File: src/rtl/conv1d_pkg.sv
// Shared types, defaults and helpers for the multi-channel 1-D convolution engine.
// The state enum, default sizing and the 32-bit saturation function live here.
package conv1d_pkg;

   localparam int MaxKernelDef   = 16;
   localparam int MaxChannelsDef = 4;
   // A full-scale 32x32 product summed over MaxKernel taps must never wrap.
   localparam int AccWidthDef    = 64 + $clog2(MaxKernelDef);
   localparam int SatInWidth     = 96;

   typedef enum logic [2:0] {
      IDLE,
      CHECK,
      LOAD_K,
      MAC,
      WRITE,
      NEXT_CH,
      FIN
   } state_e;

   function automatic logic [31:0] sat32(input logic signed [SatInWidth-1:0] v);
      if (&v[SatInWidth-1:31] || ~|v[SatInWidth-1:31]) return v[31:0];
      return v[SatInWidth-1] ? 32'h8000_0000 : 32'h7FFF_FFFF;
   endfunction

endpackage

File: src/rtl/conv1d_mac.sv
// Registered signed 32x32 multiply-accumulate with synchronous clear,
// accumulate enable and a 32-bit saturated view of the running sum.
module conv1d_mac
   import conv1d_pkg::*;
#(
   parameter int AccWidth = AccWidthDef
) (
   input  logic               clk_i,
   input  logic               rst_ni,
   input  logic               clr_i,
   input  logic               en_i,
   input  logic signed [31:0] a_i,
   input  logic signed [31:0] b_i,
   output logic [31:0]        sat_o
);

   logic signed [AccWidth-1:0] acc_q;
   logic signed [63:0]         prod;

   assign prod = 64'(a_i) * 64'(b_i);

   // NOTE: sequential state uses non-blocking assignments so every register
   // samples the pre-edge values and the simulation matches the flops.
   always_ff @(posedge clk_i or negedge rst_ni) begin
      if (!rst_ni)    acc_q <= '0;
      else if (clr_i) acc_q <= '0;
      else if (en_i)  acc_q <= acc_q + AccWidth'(prod);
   end

   assign sat_o = sat32(SatInWidth'(acc_q));

endmodule

File: src/rtl/conv1d_mc_engine.sv
// Multi-channel 1-D convolution engine: loads one kernel from the shared SRAM,
// convolves up to MaxChannels input channels (VALID or SAME) and writes results back.
module conv1d_mc_engine
   import conv1d_pkg::*;
#(
   parameter int AddrWidth   = 7,
   parameter int MaxKernel   = MaxKernelDef,
   parameter int MaxChannels = MaxChannelsDef,
   parameter int AccWidth    = AccWidthDef
) (
   input  logic                 clk_i,
   input  logic                 rst_ni,
   input  logic                 start_i,
   input  logic                 mode_same_i,
   input  logic [4:0]           k_len_i,
   input  logic [AddrWidth-1:0] in_len_i,
   input  logic [2:0]           n_ch_i,
   input  logic [AddrWidth-1:0] k_base_i,
   input  logic [AddrWidth-1:0] in_base_i,
   input  logic [AddrWidth-1:0] out_base_i,
   output logic                 mem_req_o,
   output logic                 mem_we_o,
   output logic [AddrWidth-1:0] mem_addr_o,
   output logic [31:0]          mem_wdata_o,
   input  logic [31:0]          mem_rdata_i,
   output logic                 ext_gnt_o,
   output logic                 running_o,
   output logic                 done_o,
   output logic                 error_o
);

   localparam int AW   = AddrWidth;
   localparam int TapW = $clog2(MaxKernel);
   localparam int IW   = AW + 3;

   state_e state_q, state_d;

   logic          mode_q;
   logic [4:0]    k_len_q;
   logic [AW-1:0] in_len_q, k_base_q, in_base_q, out_base_q;
   logic [2:0]    n_ch_q, ch_q;
   logic [4:0]    tap_q;
   logic [AW-1:0] out_q, in_ch_base_q, out_ch_base_q;
   logic          error_q;
   logic          acc_en_q, use_mem_q;
   logic [TapW-1:0] tap_d_q;
   logic [31:0]   kern_q [MaxKernel];

   logic          illegal, tap_active, last_tap, in_range;
   logic [AW-1:0] out_len;
   logic [IW-1:0] centre, idx;
   logic [31:0]   mac_a, mac_out;

   assign out_len    = mode_q ? in_len_q : in_len_q - AW'(k_len_q) + AW'(1);
   assign tap_active = tap_q < k_len_q;
   assign last_tap   = tap_q == k_len_q;
   // Signed tap position relative to the channel start; negative or >= in_len is padding.
   assign centre     = mode_q ? IW'(k_len_q[4:1]) : '0;
   assign idx        = IW'(out_q) + IW'(tap_q) - centre;
   assign in_range   = !idx[IW-1] && (idx < IW'(in_len_q));
   assign illegal    = (k_len_q == '0) || (k_len_q > 5'(MaxKernel)) ||
                       (n_ch_q == '0) || (n_ch_q > 3'(MaxChannels)) ||
                       (in_len_q == '0) || (!mode_q && in_len_q < AW'(k_len_q));

   always_ff @(posedge clk_i or negedge rst_ni) begin
      if (!rst_ni) state_q <= IDLE;
      else         state_q <= state_d;
   end

   always_comb begin
      state_d = state_q;
      case (state_q)
         IDLE:    if (start_i) state_d = CHECK;
         CHECK:   state_d = illegal ? FIN : LOAD_K;
         LOAD_K:  if (last_tap) state_d = MAC;
         MAC:     if (last_tap) state_d = WRITE;
         WRITE:   state_d = (out_q == out_len - AW'(1)) ? NEXT_CH : MAC;
         NEXT_CH: state_d = (ch_q == n_ch_q - 3'd1) ? FIN : MAC;
         FIN:     state_d = IDLE;
         default: state_d = IDLE;
      endcase
   end

   always_ff @(posedge clk_i or negedge rst_ni) begin
      if (!rst_ni) begin
         mode_q        <= 1'b0;
         k_len_q       <= '0;
         in_len_q      <= '0;
         n_ch_q        <= '0;
         k_base_q      <= '0;
         in_base_q     <= '0;
         out_base_q    <= '0;
         tap_q         <= '0;
         out_q         <= '0;
         ch_q          <= '0;
         in_ch_base_q  <= '0;
         out_ch_base_q <= '0;
         error_q       <= 1'b0;
         acc_en_q      <= 1'b0;
         use_mem_q     <= 1'b0;
         tap_d_q       <= '0;
      end else begin
         acc_en_q  <= (state_q == MAC) && tap_active;
         use_mem_q <= (state_q == MAC) && tap_active && in_range;
         tap_d_q   <= tap_q[TapW-1:0];
         case (state_q)
            IDLE: if (start_i) begin
               mode_q     <= mode_same_i;
               k_len_q    <= k_len_i;
               in_len_q   <= in_len_i;
               n_ch_q     <= n_ch_i;
               k_base_q   <= k_base_i;
               in_base_q  <= in_base_i;
               out_base_q <= out_base_i;
               error_q    <= 1'b0;
            end
            CHECK: begin
               error_q       <= illegal;
               tap_q         <= '0;
               out_q         <= '0;
               ch_q          <= '0;
               in_ch_base_q  <= in_base_q;
               out_ch_base_q <= out_base_q;
            end
            LOAD_K, MAC: tap_q <= last_tap ? '0 : tap_q + 5'd1;
            WRITE: begin
               tap_q <= '0;
               out_q <= (out_q == out_len - AW'(1)) ? '0 : out_q + AW'(1);
            end
            NEXT_CH: begin
               ch_q          <= ch_q + 3'd1;
               in_ch_base_q  <= in_ch_base_q + in_len_q;
               out_ch_base_q <= out_ch_base_q + out_len;
            end
            default: ;
         endcase
      end
   end

   // NOTE: the kernel file is a small register array, so it is reset like any
   // other flop; a real SRAM macro would not be.
   always_ff @(posedge clk_i or negedge rst_ni) begin
      if (!rst_ni) begin
         for (int i = 0; i < MaxKernel; i++) kern_q[i] <= '0;
      end else if (state_q == LOAD_K && tap_q != '0) begin
         kern_q[TapW'(tap_q - 5'd1)] <= mem_rdata_i;
      end
   end

   assign mac_a = use_mem_q ? mem_rdata_i : '0;

   conv1d_mac #(.AccWidth(AccWidth)) u_mac (
      .clk_i  (clk_i),
      .rst_ni (rst_ni),
      .clr_i  ((state_q == WRITE) || (state_q == CHECK)),
      .en_i   (acc_en_q),
      .a_i    (mac_a),
      .b_i    (kern_q[tap_d_q]),
      .sat_o  (mac_out)
   );

   // NOTE: every output gets a default before the case so no latch is inferred.
   always_comb begin
      mem_req_o   = 1'b0;
      mem_we_o    = 1'b0;
      mem_addr_o  = '0;
      mem_wdata_o = '0;
      ext_gnt_o   = 1'b0;
      running_o   = 1'b0;
      done_o      = 1'b0;
      case (state_q)
         IDLE: ext_gnt_o = 1'b1;
         FIN: begin
            ext_gnt_o = 1'b1;
            done_o    = 1'b1;
         end
         LOAD_K: begin
            running_o  = 1'b1;
            mem_req_o  = tap_active;
            mem_addr_o = tap_active ? k_base_q + AW'(tap_q) : '0;
         end
         MAC: begin
            running_o  = 1'b1;
            mem_req_o  = tap_active && in_range;
            mem_addr_o = mem_req_o ? in_ch_base_q + idx[AW-1:0] : '0;
         end
         WRITE: begin
            running_o   = 1'b1;
            mem_req_o   = 1'b1;
            mem_we_o    = 1'b1;
            mem_addr_o  = out_ch_base_q + out_q;
            mem_wdata_o = mac_out;
         end
         default: running_o = 1'b1;
      endcase
   end

   assign error_o = error_q;

endmodule

File: config.mk
export PLATFORM = sky130hd
export DESIGN_NAME = conv1d_mc_engine
export DESIGN_NICKNAME = d
export VERILOG_FILES = /design/src/rtl/conv1d_pkg.sv /design/src/rtl/conv1d_mac.sv /design/src/rtl/conv1d_mc_engine.sv
export SDC_FILE = /design/constraint.sdc
export NUM_CORES = 2
export LEC_CHECK = 0
export ABC_AREA = 1
export CAP_MARGIN = 5
export CORE_MARGIN = 2
export CORE_UTILIZATION = 40
export DETAILED_ROUTE_END_ITERATION = 7
export GPL_ROUTABILITY_DRIVEN = 0
export PLACE_DENSITY = 0.66
export SKIP_LAST_GASP = 1
export SYNTH_ARGS = -nofsm -noshare
export SYNTH_HDL_FRONTEND = slang
export SYNTH_SLANG_ARGS = --single-unit
File: constraint.sdc
create_clock -name clk_i -period 13.5 [get_ports clk_i]
set_input_delay 2.7 -clock clk_i [delete_from_list [all_inputs] [get_ports clk_i]]
set_output_delay 2.7 -clock clk_i [all_outputs]
set_load 0.02 [all_outputs]
==> results.md <==
- Final worst path period need: 11890 ps
- HPWL after detailed placement: 191000 um
- Grt ovf: 0
- Vias in the first global route: 62900
- Setup crit end kind: flip-flop
- Outcome: completed
- Iteration-0 DRC Markers: 7114
- Die height: 433 um
- Port-buffer cells: 116
- Crit share post-route: 0.880
- Post-synthesis register bit count: 656
- Ratio of cells with drive above 1 in the final layout: 0.0423
- Crit Path Class: in2reg
- Vias/cell: 5.47
- Setup violations, final: 0
- FF/Latch Area: 0.0164 mm2
- Post-Syn Nets: 10400
- RSZ-0062 raised after global routing: no
- Post-route ant nets: 0
- Rel. slew slack: 0.195
- Initial antenna violation count: 12
- Post-synth top area cell: fa_1
- Max Slew Vio Count: 0
- Worst-margin pin slew: 1210 ps
- Setup TNS Final: 0 ps
- Clock tree buffer depth: 3
- Clk_lat worst skew: 730 ps
- Fillcell total: 17800
- Final Hold Vio Count: 0
- Distinct cells, synth: 48
- Crit Path Max Fanout: 18
- WP data arrival: 12440 ps
- Register area share after synthesis: 0.223
- YS warnings: 0
- CP top delay family: adder cells
- Synth area leaders: fa_1, dfrtp_1, inv_1
- Crit-path most repeated cell: fa_1
- Die area: 0.187 mm2
- Area of the multi-input gates: 0.0482 mm2
- DRC viols: 0
- Synth async-reset ratio: 1.00
- Clock slew at reported path FFs: 60 ps
- Worst setup SP type: primary input
- CTS tree: built
- Largest net degree at the start of global routing: 145
- Synth-to-Final Area Change: 8.48%
- CP required: 14060 ps
- Cells after Synth: 8764
- WL final: 255000 um
- WP buf/inv: 7
- CTS Hold Bufs: 0
- Drt first pass iters: 8
- H-tree levels: 3
- Gr usage total: 0.277
- Fmax: 84.1 MHz
- EDFF count, synth: 0
- Routed vias: 61400
- Post-synth top area share: 0.344
- Slowest stage delay, CP: 860 ps
- Setup bufs post-CTS: 0
- Number of max-cap violations: 0
- Cts repair resizes: 0
- Slowest-stage cell, CP: clkinv_1
- Initial Util: 0.402
- Routed WL per cell: 22.7 um
- TritonCTS Sinks: 656
- CTS Root Cell: clkbuf_16
- Post-Syn Area: 0.0735 mm2
- Worst hold path type: reg2reg
- Final #Nets: 10300
- Global-route wire length before repair: 390000 um
- Post-synthesis average cell area: 8.39 um2
- Core area: 0.183 mm2
- Most used DFF post-synth: dfrtp_1
- Rows: 157
- Fin Clk Skew: 55.7 ps
- I/O pin cnt: 117
- Die W: 433 um
- Num CTS Buffers: 75
==> cell type report <==
type	instances	area share
inverter	1906	0.0897
antenna	7	0.000220
tap	2464	0.0386
clock buffer	100	0.0268
timing repair buffer	267	0.0295
sequential	656	0.206
multi-input combinational	5785	0.604
clock inverter	37	0.00482
==> tightest hold or removal path, stage by stage (launching register included) <==
cell and delay, ps:
dfrtp_1 340, nand2_1 60, nand3_1 60
==> kinds of logic after synthesis <==
group,Yosys count,synth area share
xor+xnor,45,0.00536
mux,21,0.00322
buf+inv,2323,0.122
simple gates,2624,0.141
compound gates,1531,0.110
flops,656,0.223
fa+ha+maj,1564,0.395
==> Yosys cell counts, drive strengths merged (10+ instances only) <==
cell and number:
a21oi 659, o21ai 718, xnor2 21, buf 181, nor4 17, dfrtp 656
ha 301, o221ai 64, mux2 21, a21o 10, clkinv 24, nor3 15
xor2 24, nor2 1010, o22ai 22, a22oi 12, nand4 30, or2 14
nand3 127, nand2 1396, fa 1263, clkbuf 236, inv 1882, a31oi 15
==> routing by layer <==
| layer | share of wire | vias to the layer above | GRT usage |
|---|---|---|---|
| met5 | 0.00022 | - | 0 |
| met4 | 0.072 | 10 | 0.158 |
| met3 | 0.13 | 985 | 0.0825 |
| met2 | 0.42 | 3802 | 0.409 |
| met1 | 0.38 | 30300 | 0.363 |
| li1 | - | 26300 | - |
==> cells in the final DEF (no fill, tap or decap), drive strengths merged, types with 6 or more instances in the layout <==
cell,instances
o21ai,718
nand3,127
o221ai,64
buf,152
a21o,10
a21oi,659
dfrtp,656
nor3,15
nand3b,6
fa,1263
nand4,30
diode,7
nand2,1396
clkbuf,100
nor4,17
o22ai,22
a22oi,12
clkinv,53
a31oi,15
ha,301
xor2,24
clkdlybuf4s50,115
inv,1883
nor2,1010
xnor2,21
or2,14
and3,6
o21a,6
mux2,21
==> stage by stage <==
stage                     std cells  utilization  hold slack, ps  setup slack (ps)  cell area [um2]
after floorplan                8764            -             448              3210            73500
after global placement        11100        0.422             466              1260            77200
after detailed placement      11100        0.422             473              1350            77200
after CTS                     11200        0.436             489              2050            79800
after global routing          11200        0.436             506              1410            79800
final                         11200        0.436             486              1610            79800
==> state kept, by name, summed over array words and instances (netlist names), 3 cells and up <==
name / count
ch_q: 3
in_base_q: 7
in_ch_base_q: 7
in_len_q: 7
k_base_q: 7
k_len_q: 5
kern_q: 512
n_ch_q: 3
out_base_q: 7
out_ch_base_q: 7
out_q: 7
state_q: 3
tap_d_q: 4
tap_q: 5
u_mac.acc_q: 68
==> final timing paths <==
path                                                from                          end  cells after the start  slack (ps)
worst min-delay path            in_base_q[0]$_DFFE_PN0P_  in_ch_base_q[0]$_DFFE_PN0P_                      2         490
worst min register to register  in_base_q[0]$_DFFE_PN0P_  in_ch_base_q[0]$_DFFE_PN0P_                      2         490
max in group asynchronous                         rst_ni      kern_q[339]$_DFFE_PN0P_                      3        9010
worst max-delay path                     mem_rdata_i[19]  u_mac.acc_q[30]$_DFFE_PN0P_                     26        1610
min in group asynchronous                         rst_ni      kern_q[196]$_DFFE_PN0P_                      1        2010
worst max register to register      tap_d_q[0]$_DFF_PN0_  u_mac.acc_q[30]$_DFFE_PN0P_                     30        2120
Power is not shown: default switching activity piles up to over one toggle a cycle in this logic, so the estimate is an artifact.
